==> src/rtl/mem_fill_arbiter_if.sv <==
`default_nettype none
// +--------------------------------------------------------------------------+
// | mem_fill_arbiter_if : request, fill-return and memory bus bundle          |
// | Revision: 1.0                                                            |
// +--------------------------------------------------------------------------+
interface mem_fill_arbiter_if #(
  parameter int WORDS  = 8,
  parameter int DATA_W = 16
);
  localparam int IDX_W = $clog2(WORDS);

  logic              i_req;
  logic [15:0]       i_addr;
  logic              d_req;
  logic              d_wr;
  logic [15:0]       d_addr;
  logic [DATA_W-1:0] d_wdata;
  logic              i_grant;
  logic              d_grant;
  logic [DATA_W-1:0] fill_data;
  logic [IDX_W-1:0]  fill_idx;
  logic              i_fill_valid;
  logic              d_fill_valid;
  logic              i_done;
  logic              d_done;
  logic [15:0]       mem_addr;
  logic              mem_enable;
  logic              mem_wr;
  logic [DATA_W-1:0] mem_wdata;
  logic [DATA_W-1:0] mem_rdata;
  logic              mem_rvalid;

  // Arbiter side
  modport slave (
    input  i_req, i_addr, d_req, d_wr, d_addr, d_wdata, mem_rdata, mem_rvalid,
    output i_grant, d_grant, fill_data, fill_idx, i_fill_valid, d_fill_valid,
    output i_done, d_done, mem_addr, mem_enable, mem_wr, mem_wdata
  );

  // Requester / memory side
  modport master (
    output i_req, i_addr, d_req, d_wr, d_addr, d_wdata, mem_rdata, mem_rvalid,
    input  i_grant, d_grant, fill_data, fill_idx, i_fill_valid, d_fill_valid,
    input  i_done, d_done, mem_addr, mem_enable, mem_wr, mem_wdata
  );
endinterface
`default_nettype wire

==> src/rtl/mem_fill_arbiter.sv <==
`default_nettype none
// +--------------------------------------------------------------------------+
// | mem_fill_arbiter : shares pipelined memory between I/D block fills       |
// | Revision: 1.0                                                            |
// +--------------------------------------------------------------------------+
module mem_fill_arbiter #(
  parameter int WORDS  = 8,
  parameter int DATA_W = 16
) (
  input  wire logic          clk,
  input  wire logic          rst,
  mem_fill_arbiter_if.slave  bus
);
  localparam int IDX_W = $clog2(WORDS);
  localparam int OFF_W = IDX_W + 1;
  localparam int CNT_W = IDX_W + 1;

  localparam logic [15:0] BASE_MASK = 16'hFFFF << OFF_W;

  localparam logic [1:0] ST_IDLE   = 2'd0;
  localparam logic [1:0] ST_FILL_I = 2'd1;
  localparam logic [1:0] ST_FILL_D = 2'd2;
  localparam logic [1:0] ST_WRITE  = 2'd3;

  localparam logic SRV_I = 1'b0;
  localparam logic SRV_D = 1'b1;

  logic [1:0]        state_q, state_d;
  logic [CNT_W-1:0]  issue_cnt_q, issue_cnt_d;
  logic [IDX_W-1:0]  ret_cnt_q, ret_cnt_d;
  logic [15:0]       base_q, base_d;
  logic [DATA_W-1:0] wdata_q, wdata_d;
  logic              last_srv_q, last_srv_d;

  logic              fill_active;
  logic              issue_now;
  logic              ret_now;
  logic              ret_last;
  logic              grant_i;
  logic              grant_d;
  logic [OFF_W-1:0]  word_off;

  always_comb begin
    fill_active = (state_q == ST_FILL_I) || (state_q == ST_FILL_D);
    issue_now   = fill_active && (issue_cnt_q < CNT_W'(WORDS));
    ret_now     = fill_active && bus.mem_rvalid;
    ret_last    = ret_now && (ret_cnt_q == IDX_W'(WORDS - 1));
    word_off    = {issue_cnt_q[IDX_W-1:0], 1'b0};
    // On contention the side served last time yields, so neither side starves.
    grant_d     = bus.d_req && (!bus.i_req || (last_srv_q == SRV_I));
    grant_i     = bus.i_req && !grant_d;
  end

  always_comb begin
    state_d     = state_q;
    issue_cnt_d = issue_cnt_q;
    ret_cnt_d   = ret_cnt_q;
    base_d      = base_q;
    wdata_d     = wdata_q;
    last_srv_d  = last_srv_q;
    case (state_q)
      ST_IDLE: begin
        if (grant_i || grant_d) begin
          issue_cnt_d = '0;
          ret_cnt_d   = '0;
        end
        if (grant_i) begin
          state_d    = ST_FILL_I;
          base_d     = bus.i_addr & BASE_MASK;
          last_srv_d = SRV_I;
        end else if (grant_d) begin
          last_srv_d = SRV_D;
          if (bus.d_wr) begin
            state_d = ST_WRITE;
            base_d  = bus.d_addr;
            wdata_d = bus.d_wdata;
          end else begin
            state_d = ST_FILL_D;
            base_d  = bus.d_addr & BASE_MASK;
          end
        end
      end
      ST_FILL_I, ST_FILL_D: begin
        if (issue_now) issue_cnt_d = issue_cnt_q + CNT_W'(1);
        if (ret_now)   ret_cnt_d   = ret_cnt_q + IDX_W'(1);
        if (ret_last)  state_d     = ST_IDLE;
      end
      default: state_d = ST_IDLE;
    endcase
  end

  always_ff @(posedge clk) begin
    if (rst) begin
      state_q     <= ST_IDLE;
      issue_cnt_q <= '0;
      ret_cnt_q   <= '0;
      base_q      <= '0;
      wdata_q     <= '0;
      last_srv_q  <= SRV_I;
    end else begin
      state_q     <= state_d;
      issue_cnt_q <= issue_cnt_d;
      ret_cnt_q   <= ret_cnt_d;
      base_q      <= base_d;
      wdata_q     <= wdata_d;
      last_srv_q  <= last_srv_d;
    end
  end

  always_comb begin
    bus.i_grant      = (state_q == ST_FILL_I);
    bus.d_grant      = (state_q == ST_FILL_D) || (state_q == ST_WRITE);
    bus.fill_data    = bus.mem_rdata;
    bus.fill_idx     = ret_cnt_q;
    bus.i_fill_valid = (state_q == ST_FILL_I) && bus.mem_rvalid;
    bus.d_fill_valid = (state_q == ST_FILL_D) && bus.mem_rvalid;
    bus.i_done       = (state_q == ST_FILL_I) && ret_last;
    bus.d_done       = ((state_q == ST_FILL_D) && ret_last) || (state_q == ST_WRITE);
    bus.mem_enable   = issue_now || (state_q == ST_WRITE);
    bus.mem_wr       = (state_q == ST_WRITE);
    bus.mem_wdata    = (state_q == ST_WRITE) ? wdata_q : '0;
    // Offset add wraps mod 2^16 so the top block stays inside the address space.
    if (state_q == ST_WRITE)
      bus.mem_addr = base_q;
    else if (issue_now)
      bus.mem_addr = base_q + 16'(word_off);
    else
      bus.mem_addr = '0;
  end
endmodule
`default_nettype wire

==> src/flat_wrapper.sv <==
// flat-port wrapper written by rule: the top's interface ports become plain ports
module mem_fill_arbiter_flat 
#(
  parameter int WORDS  = 8,
  parameter int DATA_W = 16
)
  (clk, rst, bus_i_req, bus_i_addr, bus_d_req, bus_d_wr, bus_d_addr, bus_d_wdata, bus_mem_rdata, bus_mem_rvalid, bus_i_grant, bus_d_grant, bus_fill_data, bus_fill_idx, bus_i_fill_valid, bus_d_fill_valid, bus_i_done, bus_d_done, bus_mem_addr, bus_mem_enable, bus_mem_wr, bus_mem_wdata);
  mem_fill_arbiter_if #(.WORDS(WORDS), .DATA_W(DATA_W)) bus_i ();
  input  wire logic clk;
  input  wire logic rst;
  input wire logic [$bits(bus_i.i_req)-1:0] bus_i_req;
  input wire logic [$bits(bus_i.i_addr)-1:0] bus_i_addr;
  input wire logic [$bits(bus_i.d_req)-1:0] bus_d_req;
  input wire logic [$bits(bus_i.d_wr)-1:0] bus_d_wr;
  input wire logic [$bits(bus_i.d_addr)-1:0] bus_d_addr;
  input wire logic [$bits(bus_i.d_wdata)-1:0] bus_d_wdata;
  input wire logic [$bits(bus_i.mem_rdata)-1:0] bus_mem_rdata;
  input wire logic [$bits(bus_i.mem_rvalid)-1:0] bus_mem_rvalid;
  output wire logic [$bits(bus_i.i_grant)-1:0] bus_i_grant;
  output wire logic [$bits(bus_i.d_grant)-1:0] bus_d_grant;
  output wire logic [$bits(bus_i.fill_data)-1:0] bus_fill_data;
  output wire logic [$bits(bus_i.fill_idx)-1:0] bus_fill_idx;
  output wire logic [$bits(bus_i.i_fill_valid)-1:0] bus_i_fill_valid;
  output wire logic [$bits(bus_i.d_fill_valid)-1:0] bus_d_fill_valid;
  output wire logic [$bits(bus_i.i_done)-1:0] bus_i_done;
  output wire logic [$bits(bus_i.d_done)-1:0] bus_d_done;
  output wire logic [$bits(bus_i.mem_addr)-1:0] bus_mem_addr;
  output wire logic [$bits(bus_i.mem_enable)-1:0] bus_mem_enable;
  output wire logic [$bits(bus_i.mem_wr)-1:0] bus_mem_wr;
  output wire logic [$bits(bus_i.mem_wdata)-1:0] bus_mem_wdata;
  assign bus_i.i_req = bus_i_req;
  assign bus_i.i_addr = bus_i_addr;
  assign bus_i.d_req = bus_d_req;
  assign bus_i.d_wr = bus_d_wr;
  assign bus_i.d_addr = bus_d_addr;
  assign bus_i.d_wdata = bus_d_wdata;
  assign bus_i.mem_rdata = bus_mem_rdata;
  assign bus_i.mem_rvalid = bus_mem_rvalid;
  assign bus_i_grant = bus_i.i_grant;
  assign bus_d_grant = bus_i.d_grant;
  assign bus_fill_data = bus_i.fill_data;
  assign bus_fill_idx = bus_i.fill_idx;
  assign bus_i_fill_valid = bus_i.i_fill_valid;
  assign bus_d_fill_valid = bus_i.d_fill_valid;
  assign bus_i_done = bus_i.i_done;
  assign bus_d_done = bus_i.d_done;
  assign bus_mem_addr = bus_i.mem_addr;
  assign bus_mem_enable = bus_i.mem_enable;
  assign bus_mem_wr = bus_i.mem_wr;
  assign bus_mem_wdata = bus_i.mem_wdata;
  mem_fill_arbiter #(.WORDS(WORDS), .DATA_W(DATA_W)) u_core (.clk(clk), .rst(rst), .bus(bus_i));
endmodule
==> config.mk <==
export PLATFORM = sky130hd
export DESIGN_NAME = mem_fill_arbiter_flat
export DESIGN_NICKNAME = d
export VERILOG_FILES = /design/src/rtl/mem_fill_arbiter_if.sv /design/src/rtl/mem_fill_arbiter.sv /design/src/flat_wrapper.sv
export SDC_FILE = /design/constraint.sdc
export NUM_CORES = 1
export LEC_CHECK = 0
export ABC_AREA = 1
export ABC_CLOCK_PERIOD_IN_PS = 3100
export CAP_MARGIN = 25
export CORE_MARGIN = 2
export CORE_UTILIZATION = 45
export CTS_CLUSTER_SIZE = 12
export DETAILED_ROUTE_END_ITERATION = 10
export GPL_TIMING_DRIVEN = 0
export PLACE_DENSITY = 0.9
export SLEW_MARGIN = 0
export SYNTH_ARGS = -nofsm -noshare
export SYNTH_HDL_FRONTEND = slang
export SYNTH_SLANG_ARGS = --single-unit
export TNS_END_PERCENT = 5
==> constraint.sdc <==
create_clock -name clk -period 3.1 [get_ports clk]
set_clock_uncertainty 0.05 [all_clocks]
set_input_delay 0.62 -clock clk [delete_from_list [all_inputs] [get_ports clk]]
set_output_delay 0.62 -clock clk [all_outputs]
set_load 0.1 [all_outputs]
; ---- After elaboration in Yosys (flattened, before gate mapping)
; Cells that the tools add are included.
[classes]
addsub = 3
n_mux = 19
order_cmp = 1
bitwise_logic = 2
n_reduce_logical = 26
eq_ne = 9
[ops]
columns = operator, n
row1 = $mux 16, 5
row2 = $add 16x4->16, 1
row3 = $mux 4, 3
row4 = $logic_and 1x1->1, 9
row5 = $ne 2x1->1 const B, 4
row6 = $pmux 4 s2, 1
row7 = $logic_or 1x1->1, 6
row8 = $mux 2, 3
row9 = $mux 3, 2
row10 = $pmux 3 s2, 1
row11 = $reduce_and 3->1, 2
row12 = $add 4x1->4 const B, 1
row13 = $eq 2x2->1 const B, 2
row14 = $lt 4x4->1 const B, 1
row15 = $pmux 2 s2, 1
row16 = $reduce_and 2->1, 2
row17 = $reduce_and 4->1, 1
row18 = $reduce_bool 2->1, 2
row19 = $add 3x1->3 const B, 1
row20 = $eq 3x3->1 const B, 1
row21 = $mux 1, 3
row22 = $ne 3x1->1 const B, 1
row23 = $eq 2x1->1 const B, 1
row24 = $logic_not 1->1, 2
row25 = 3 further kinds, 4
[totals]
reg_bits = 42
input_bits = 70
out_inout_bits = 59
elab_cells = 66

; ---- Logic depth before layout (Yosys ltp)
[logic_depth]
ltp_word = 8
ltp_mapped = 11
mapped_depth_nobuf = 10

; ---- Worst setup path before layout
; Ideal clock, no wire load.
[synth_timing]
path_type = reg2out
startpoint = register u_core.ret_cnt_q[0] (netlist: u_core.bus.fill_idx[0])
endpoint = output port bus_d_done
path_slack_ns = -1.173
stages_incl_launch_ff = 5
arrival_ns = 3.603
required_ns = 2.430
n_path_buf = 0
cell_sequence = dfxtp_1 > ha_1 > ha_1 > nand3_1 > o21ai_0
[synth_via]
elab_chain_len = 4
[synth_rtl]
columns = item, line_no
row1 = from (decl), mem_fill_arbiter.sv:30  ; logic [IDX_W-1:0] ret_cnt_q, ret_cnt_d;
row2 = from (signal assigned), mem_fill_arbiter.sv:103  ; ret_cnt_q <= ret_cnt_d;
row3 = $eq 3x3->1, mem_fill_arbiter.sv:47  ; ret_last = ret_now && (ret_cnt_q == IDX_W'(WORDS - 1));
row4 = $logic_and 1x1->1, mem_fill_arbiter.sv:47
row5 = $logic_and 1x1->1, mem_fill_arbiter.sv:118  ; bus.d_done = ((state_q == ST_FILL_D) && ret_last) || (state_q == ST_WRITE);
row6 = $logic_or 1x1->1, mem_fill_arbiter.sv:118
row7 = to (decl), flat_wrapper.sv:26  ; output wire logic [$bits(bus_i.d_done)-1:0] bus_d_done;
; No other way between the ends.

; ---- Worst setup path in the final report
[layout_timing]
startpoint = input port bus_mem_rvalid
endpoint = output port bus_d_done
[layout_via]
elab_chain_len = 4
[layout_rtl]
columns = item, line_no
row1 = from (decl), flat_wrapper.sv:18  ; input wire logic [$bits(bus_i.mem_rvalid)-1:0] bus_mem_rvalid;
row2 = $logic_and 1x1->1, mem_fill_arbiter.sv:46  ; ret_now = fill_active && bus.mem_rvalid;
row3 = $logic_and 1x1->1, mem_fill_arbiter.sv:47
row4 = $logic_and 1x1->1, mem_fill_arbiter.sv:118
row5 = $logic_or 1x1->1, mem_fill_arbiter.sv:118
; No other way between the ends.

==> results by group <==
Status
  – Status: complete, no violations

Die
  – Die ar.: around 6700 um2
  – Row count: 28
  – Core area: roughly 5900 um2
  – Ports: ~130
  – Die W: between 80 and 90 um
  – Initial Util: between 40% and 50%
  – Die H: between 80 and 90 um

Cells and area
  – FF+latch area: between 800 and 900 um2
  – Core Util, Final: between 60 and 70%
  – Final #Nets: between 600 and 700
  – Antenna diodes: 0
  – Area growth from synthesis to layout: 45.4%
  – Multi-input gate area: 1490 um2
  – Fillers: 538
  – Ratio of cells with drive above 1 in the final layout: 14.8%

Synthesis
  – Netlist Area Pre-Place: 2730 um2
  – Total number of yosys warnings: 0
  – Synth Instances: between 400 and 500
  – Synth Flop Type: dfxtp_1
  – Register area share after synthesis: between 30% and 40%
  – Area contributors post-synth: dfxtp_1, nor2_1, nand2_1, inv_1, o21ai_0
  – Post-synth ARST share: 0%
  – Syn avg cell area: between 5 and 6 um2
  – Post-synth EDFFs: 0
  – Area share of the largest cell type after synthesis: around 31%
  – Synthesized Nets: between 500 and 600
  – Most frequent cells after synthesis: nor2_1, nand2_1, inv_1, dfxtp_1, o21ai_0
  – Cell taking the most area after synthesis: dfxtp_1
  – Most common cell in the netlist: nor2_1
  – Synthesized flop and latch total: 42
  – Library cells used by synthesis: 23

Route
  – Met3 WL: slightly below 600 um
  – WL per Instance: about 12 um
  – DRT iter0 DRCs: roughly 150
  – Post-DR vias/cell: roughly 5.0
  – Drt drc: 0
  – Met2 wire len: around 3.8 mm
  – Post-Route WL: approximately 8 mm
  – WL met1: ~3.3 mm
  – Final ANT Viol Nets: 0
  – Vias: 3222
  – DR pass1 iterations: 5
  – Top Metal Used: met4

Setup path
  – Crit Path Max Fanout: 4
  – WP data arrival: around 2400 ps
  – Cells along the critical path: clkdlybuf4s50_1 > nand3_1 > o21ai_2 > dlygate4sd2_1
  – Crit path max-delay family: buffers and inverters
  – Worst Path Required: roughly 2400 ps
  – Startpoint types: primary input
  – Slowest cell on the critical path: dlygate4sd2_1
  – CP Launch Point: bus_mem_rvalid
  – CP Buf/Inv Count: 2
  – Critical path capture point type: output pin
  – CP Class: primary input to output pin
  – Worst path max stage delay: between 800 and 900 ps
  – R2R Path Start: u_core.state_q[0]$_SDFFE_PP0P_

STA
  – FMAX: approximately 0.33 GHz
  – Finish-stage setup viols: 0
  – Setup_tns: 0 ps
  – Smallest hold slack: approximately 420 ps
  – Final setup margin: between 80 and 90 ps
  – Final Slew Violations: 0
  – Worst Tran Pin Value: 981 ps
  – RSZ-0062 raised after global routing: yes
  – Normalized max-slew margin: approximately a third
  – Tmin final: about 3000 ps
  – Final hold vios: 0
  – Part of the cycle the worst path needs: 97.4%

Place
  – Post-DP HPWL: 6.24 mm
  – Pre-CTS setup slack: -436 ps
  – Port Buffers: approximately 110
  – GPL Wtd Cong: 0.890

Pwr
  – Power Total: approximately 3.4 mW
  – Worst VDD drop: between 0.8 and 0.9 mV
  – Power per Cell Area: ~850 nW/um2
  – Leakage: just over 2 nW

Clock network
  – Worst-path clk slew: about 70 ps
  – Max Root-Sink Buffers: 2
  – CTS tree: built
  – Num CTS Buffers: 5
  – Root Buffer: clkbuf_8
  – Skew-Pair Late Insertion Delay: between 200 and 300 ps
  – Htree depth: 2
  – Clk sinks: 42
  – Post-CTS Hold Buffers: 0

Flow run
  – Maxcap violations: 0

Global route
  – Initial antenna violation count: 0
  – All-Layer GR Usage: a little under a quarter
  – Pin count of the biggest net entering global routing: 12
  – First-pass GRT wire length: 12.6 mm
  – Vias in the first global route: 2943
  – Final global-route overflow total: 0

Hold path
  – Hold_sp: u_core.base_q[0]$_SDFFE_PP0P_
  – Type of the tightest min-delay check: flip-flop to flip-flop
worst register-to-register path: stages (launching register included):
cell	delay, ps
dfxtp_1	370
inv_1	90
ha_1	300
buf_4	160
inv_1	180
nor2_1	80
nor2_1	90
nand2_1	70
inv_1	140
nand2_1	80
nand2_1	70
nor2_1	40
per-stage QoR:
| step | std cells | cell area [um2] |
|---|---|---|
| 2_1_floorplan | 460 | 2770 |
| 5_1_grt | 650 | 3970 |
| 4_1_cts | 650 | 3990 |
| 6_report | 650 | 3970 |
| 3_5_place_dp | 643 | 3950 |
| 3_3_place_gp | 643 | 3950 |
layout by cell type (no fill, tap or decap):
cell type,instances
ha_1,10
buf_6,9
clkdlybuf4s15_1,2
nor2_1,109
o21ai_1,1
a21oi_1,14
dlygate4sd2_1,4
nand2_2,2
inv_2,1
clkbuf_2,5
clkbuf_1,5
buf_2,13
inv_1,60
or2_2,1
xor2_1,1
o21ai_0,32
clkdlybuf4s50_1,70
clkbuf_4,2
clkdlybuf4s18_2,3
nand4_1,5
dfxtp_1,42
nor2_2,11
o21ai_2,2
clkdlybuf4s15_2,5
nand3_1,15
dlymetal6s2s_1,1
nand2_1,117
a21oi_2,1
fa_1,1
o22ai_2,1
nor2_4,1
clkbuf_8,5
o21bai_1,1
buf_4,23
where the power goes:
part | total (mW) | switching, mW | internal [mW]
sequential | 0.838 | 0.153 | 0.684
combinational | 2.19 | 1.61 | 0.577
clock | 0.333 | 0.177 | 0.155
total | 3.36 | 1.94 | 1.42
flip-flops by register name (all words and copies together), names as in the netlist:
register             cells
u_core.wdata_q          16
u_core.state_q           2
u_core.base_q           16
u_core.issue_cnt_q       4
u_core.bus.fill_idx      3
u_core.last_srv_q        1
final cells by class:
type	instances	share of cell area (%)
timing repair buffer	108	25.9
sequential	42	21.2
buffer	32	5.42
clock buffer	7	1.92
inverter	61	5.76
tap	75	2.36
multi-input combinational	325	37.5
final timing paths:
check / to / slack (ps) / cells after the start
setup reg to reg: u_core.bus.fill_idx[2]$_SDFFE_PP0P_ / 1280 / 11
hold / removal: u_core.base_q[0]$_SDFFE_PP0P_ / 420 / 2
hold reg to reg: u_core.base_q[0]$_SDFFE_PP0P_ / 420 / 2
setup / recovery: bus_d_done / 80 / 4
per-layer routing:
metal / GRT usage, % / up-vias
met5: 0 / -
met4: 7.17 / 0
met3: 4.95 / 16
met2: 40.4 / 135
met1: 30.2 / 1465
li1: - / 1606
cell families after synthesis:
family / share of synthesized area, %
flip-flops: 30.8
AO/OA/AOI/OAI: 9.80
AND/OR/NAND/NOR: 37.5
XOR/XNOR: 0.321
adder cells (fa/ha/maj): 5.31
buffers and inverters: 16.3
timing repair:
item / 4_1_cts / 5_1_grt
resized for setup: 115 / 54
buffers inserted: 0 / 0
setup endpoints to repair: 37 / 29
endpoints found under the hold margin: 0 / 0
pin swaps: 0 / 1
Note: power is estimated with default switching activity, not from simulation.
